==> src/rtl/serial_nibble_receiver.sv <==
// Serial nibble receiver: start bit, 4 data bits MSB first, optional even parity, stop bit,
// feeding a 4-entry FIFO. Define SERIAL_NIBBLE_RECEIVER_PARITY_EN to enable the parity bit.
module serial_nibble_receiver (
    input  logic       CLK,
    input  logic       RST,
    input  logic       ENB,
    input  logic       S_IN,
    input  logic       READY,
    output logic [3:0] DOUT,
    output logic       VALID,
    output logic [2:0] COUNT,
    output logic       FRAME_ERR,
    output logic       OVF
);

    typedef enum logic [1:0] {
        IDLE,
        DATA,
`ifdef SERIAL_NIBBLE_RECEIVER_PARITY_EN
        PARITY,
`endif
        STOP
    } state_t;

    state_t     state;
    logic [1:0] bit_cnt;
    logic [3:0] sr;
    logic [3:0] mem [4];
    logic [1:0] rd_ptr;
    logic [1:0] wr_ptr;
`ifdef SERIAL_NIBBLE_RECEIVER_PARITY_EN
    logic       perr;
`endif

    logic pop;
    logic frame_done;
    logic frame_good;
    logic push;

    assign VALID = (COUNT != 3'd0);
    assign DOUT  = mem[rd_ptr];

    // A full FIFO still accepts a frame when the same edge pops an entry.
    always_comb begin
        pop        = VALID && READY;
        frame_done = ENB && (state == STOP);
`ifdef SERIAL_NIBBLE_RECEIVER_PARITY_EN
        frame_good = !S_IN && !perr;
`else
        frame_good = !S_IN;
`endif
        push       = frame_done && frame_good && ((COUNT != 3'd4) || pop);
    end

    always_ff @(posedge CLK) begin
        if (RST) begin
            state     <= IDLE;
            bit_cnt   <= '0;
            sr        <= '0;
            rd_ptr    <= '0;
            wr_ptr    <= '0;
            COUNT     <= '0;
            FRAME_ERR <= 1'b0;
            OVF       <= 1'b0;
`ifdef SERIAL_NIBBLE_RECEIVER_PARITY_EN
            perr      <= 1'b0;
`endif
            for (int unsigned i = 0; i < 4; i++) begin
                mem[i] <= '0;
            end
        end else begin
            FRAME_ERR <= frame_done && !frame_good;
            if (frame_done && frame_good && !push) begin
                OVF <= 1'b1;
            end

            if (push) begin
                mem[wr_ptr] <= sr;
                wr_ptr      <= wr_ptr + 2'd1;
            end
            if (pop) begin
                rd_ptr <= rd_ptr + 2'd1;
            end
            case ({push, pop})
                2'b10:   COUNT <= COUNT + 3'd1;
                2'b01:   COUNT <= COUNT - 3'd1;
                default: COUNT <= COUNT;
            endcase

            if (ENB) begin
                case (state)
                    IDLE: begin
                        if (S_IN) begin
                            state   <= DATA;
                            bit_cnt <= '0;
                        end
                    end
                    DATA: begin
                        sr      <= {sr[2:0], S_IN};
                        bit_cnt <= bit_cnt + 2'd1;
                        if (bit_cnt == 2'd3) begin
`ifdef SERIAL_NIBBLE_RECEIVER_PARITY_EN
                            state <= PARITY;
`else
                            state <= STOP;
`endif
                        end
                    end
`ifdef SERIAL_NIBBLE_RECEIVER_PARITY_EN
                    PARITY: begin
                        perr  <= (S_IN != ^sr);
                        state <= STOP;
                    end
`endif
                    STOP:    state <= IDLE;
                    default: state <= IDLE;
                endcase
            end
        end
    end

endmodule

==> config.mk <==
export PLATFORM = sky130hd
export DESIGN_NAME = serial_nibble_receiver
export DESIGN_NICKNAME = d
export VERILOG_FILES = /design/src/rtl/serial_nibble_receiver.sv
export SDC_FILE = /design/constraint.sdc
export NUM_CORES = 1
export LEC_CHECK = 0
export BUFFER_PORTS_ARGS = -buffer_cell sky130_fd_sc_hd__buf_2
export CORE_UTILIZATION = 35
export DETAILED_ROUTE_END_ITERATION = 10
export PLACE_DENSITY = 0.63
export SLEW_MARGIN = 40
export SYNTH_ARGS = -nofsm -noshare
export SYNTH_HDL_FRONTEND = slang
export SYNTH_SLANG_ARGS = --single-unit
==> constraint.sdc <==
create_clock -name CLK -period 7.6 [get_ports CLK]
set_input_delay 2.28 -clock CLK [delete_from_list [all_inputs] [get_ports CLK]]
set_output_delay 2.28 -clock CLK [all_outputs]
set_load 0.01 [all_outputs]
==> impl_metrics.py <==
metrics = {
    "synth": {
        "synth_xor_area_share_pct": 2.26,
        "synthArstFlopShare_pct": 0,
        "synth_top_family_by_area": "simple AND/OR/NAND/NOR gates",
        "syn-cell-area_um2": 1550,
        "synth.avg_cell_area_um2": 10.8,
        "postSynthCellCount": 144,
        "synthSimpleGateAreaFrac_pct": 20.1,
        "muxShareOfSynthArea_pct": 7.90,
        "synth_edf_count": 16,
        "synth-seq-cells": 35,
        "synth_top_area_cell": "edfxtp_1",
        "yosysSeqAreaShare_pct": 55.4,
        "ys_types": 40,
        "yosys_most_used_dff": "dfxtp_1",
        "synth_nets": 151,
        "yosys_warnings": 0,
        "yosys.area.top_type_share_pct": 30.9,
        "yosys-top-cells-area": "edfxtp_1, dfxtp_1, mux4_2",
        "synthAdderAreaFrac_pct": 2.10,
        "synth_compound_area_share_pct": 8.14,
    },
    "cells_and_area": {
        "nets": 164,
        "areaGrowthSynthToFinish_pct": 13.7,
        "antennaDiodeCount": 0,
        "drive_gt1_share_pct": 23.4,
        "final_util_pct": 42.9,
    },
    "drt": {
        "vias_per_cell": 5.11,
        "ant_nets": 0,
        "drc_errors": 0,
        "drt_pre_antenna_iters": 4,
        "wl_per_cell_um": 13.7,
        "wirelength_um": 2840,
        "vias": 1063,
        "drtIter0Drc": 65,
    },
    "global_route": {
        "overflow": 0,
        "grt_pass1_wl_um": 4770,
        "grt_pass1_vias": 1046,
        "antenna_found_initial": 0,
        "grtUsageTotal_pct": 14.6,
        "grt_max_degree": 37,
    },
    "worst_setup_path": {
        "cp.depth": 9,
        "critPathTopFamily": "simple AND/OR/NAND/NOR gates",
        "rrSetupSlack_ns": 5.18,
        "path_buf_inv": 2,
        "path_max_fanout": 5,
        "rr_worst_depth": 8,
        "cp-end-kind": "register",
        "cp_slowest_cell": "or3b_2",
        "worstSetupPathType": "in2reg",
        "path_cells": "buf_2 > and4bb_2 > nor2_1 > inv_1 > fa_1 > or3b_2 > a31oi_1 > a31oi_1 > o311ai_0",
        "critPathMostFrequentCell": "a31oi_1",
        "arrival_ns": 4.29,
        "slowest_delay_ns": 0.49,
        "worst_setup_path_start_kind": "primary input",
        "crit_required_ns": 7.78,
    },
    "placement": {
        "place_congestion": 0.767,
        "io_buffers": 14,
        "hpwl_um": 2050,
    },
    "sta": {
        "setup_tns_ns": 0,
        "hold_viol_final": 0,
        "drv_slew": 0,
        "slew_headroom_pct": 52.1,
        "rsz0062_at_grt": "false",
        "max_freq_ghz": 0.243,
        "skew_ns": 0.00684,
        "post-route-min-period_ns": 4.11,
        "worst_slew_pin_slew_ns": 0.712,
        "setup_violations": 0,
        "final_min_period_over_clock_period_pct": 54.1,
    },
    "cts": {
        "clockRootBuffer": "clkbuf_8",
        "cts_setup_buffers": 0,
        "h-tree-depth": 2,
        "post_cts_resized": 0,
        "cts_tree": "yes",
        "path_clk_slew_ns": 0.07,
        "clk_latency_ns": 0.29,
        "clock_path_buffers": 2,
        "hold_buffers": 0,
        "cts_sinks": 35,
        "cts-buffers-inserted": 5,
    },
    "pwr": {
        "power_density_nw_per_um2": 279,
        "vdd_drop_max_v": 0.0000897,
        "leakagePower_nw": 0.662,
    },
    "hold_path": {
        "holdPathStages": 2,
        "hold_path.class": "reg2reg",
    },
    "job": {
        "cap_viol_max_count": 0,
    },
    "floorplanning": {
        "die_w_um": 68.6,
        "dieArea_um2": 4710,
        "io_pins": 15,
        "coreArea_um2": 4120,
        "die_h_um": 68.6,
        "start_util_pct": 37.7,
        "rows": 23,
    },
    "outcome": {
        "status": "complete, no violations",
    },
}
## cell usage after synthesis, types with 2 or more instances
master / n
nor4_1: 2
o21ai_0: 2
a31oi_1: 2
nand3_1: 2
xor2_1: 3
nor2b_1: 3
a22oi_1: 2
inv_1: 7
nand3b_1: 2
a21oi_1: 6
edfxtp_1: 16
clkbuf_1: 6
nor3_1: 5
dfxtp_1: 19
nor2_1: 24
a31o_2: 2
mux2_2: 2
nand2_1: 14
mux4_2: 4
## through the flow
stage          setup slack [ns]  power, W  instances  hold slack, ns  cell area [um2]
2_1_floorplan              3.55  0.000295        144           0.436             1550
5_1_grt                    3.38  0.000518        208           0.497             1770
3_3_place_gp               3.38  0.000318        200           0.445             1650
6_report                   3.49  0.000492        208           0.478             1770
4_1_cts                    3.51  0.000499        208           0.483             1770
3_5_place_dp               3.20  0.000325        200           0.463             1650
## path summary, 6_finish.rpt
path            start       end
max               ENB  COUNT[2]
min             sr[2]     sr[3]
max reg2reg  state[0]  COUNT[2]
min reg2reg     sr[2]     sr[3]
## layout by cell type (no fill, tap or decap), types with 2 or more instances in the layout
| master | count |
|---|---|
| nand3_1 | 2 |
| a21oi_1 | 6 |
| mux2_2 | 2 |
| a31oi_1 | 2 |
| a22oi_1 | 2 |
| o21ai_0 | 2 |
| nand2_1 | 14 |
| inv_1 | 7 |
| nor2b_1 | 3 |
| mux4_2 | 4 |
| dfxtp_1 | 19 |
| a31o_2 | 2 |
| edfxtp_1 | 16 |
| buf_2 | 14 |
| nor2_1 | 24 |
| nand3b_1 | 2 |
| nor3_1 | 5 |
| xor2_1 | 3 |
| nor4_1 | 2 |
| clkbuf_8 | 6 |
## routing by layer
metal	GRT usage, %	part of all wire (%)
met1	17.0	43
met2	22.7	50
met3	5.43	4.6
met4	8.85	2.6
met5	0	0
## flip-flops by register name, summed over array words and instances, names as in the netlist, named ones only
name and flops:
OVF 1, mem 16, FRAME_ERR 1, sr 4, wr_ptr 2, COUNT 3, state 2, rd_ptr 2
bit_cnt 2
## final cells by class
cell class	instances	area (um2)
fill	382	2350
sequential	35	861
multi-input combinational	94	628
clock buffer	6	82.6
timing repair buffer	14	70.1
tap	50	62.6
clock inverter	2	35.0
inverter	7	26.3
## logic make-up (layout without fill, tap and decap cells)
kind of cell,after synthesis,after routing
compound gates,19,19
buf+inv,15,29
flops,35,35
xor+xnor,4,4
fa+ha+maj,2,2
mux,7,7
simple gates,62,62
## power by group
| group | switching, W | internal, W |
|---|---|---|
| clock network | 0.0000670 | 0.000106 |
| registers | 0.0000170 | 0.000211 |
| logic | 0.0000463 | 0.0000447 |
| total | 0.000130 | 0.000362 |
## worst register-to-register path: stages, from the launching register on
cell and delay (ns):
dfxtp_1 0.40, and4bb_2 0.29, nor2_1 0.24, inv_1 0.10
fa_1 0.42, or3b_2 0.49, a31oi_1 0.15, a31oi_1 0.07
o311ai_0 0.14
Note: power is estimated with default switching activity, not from simulation.
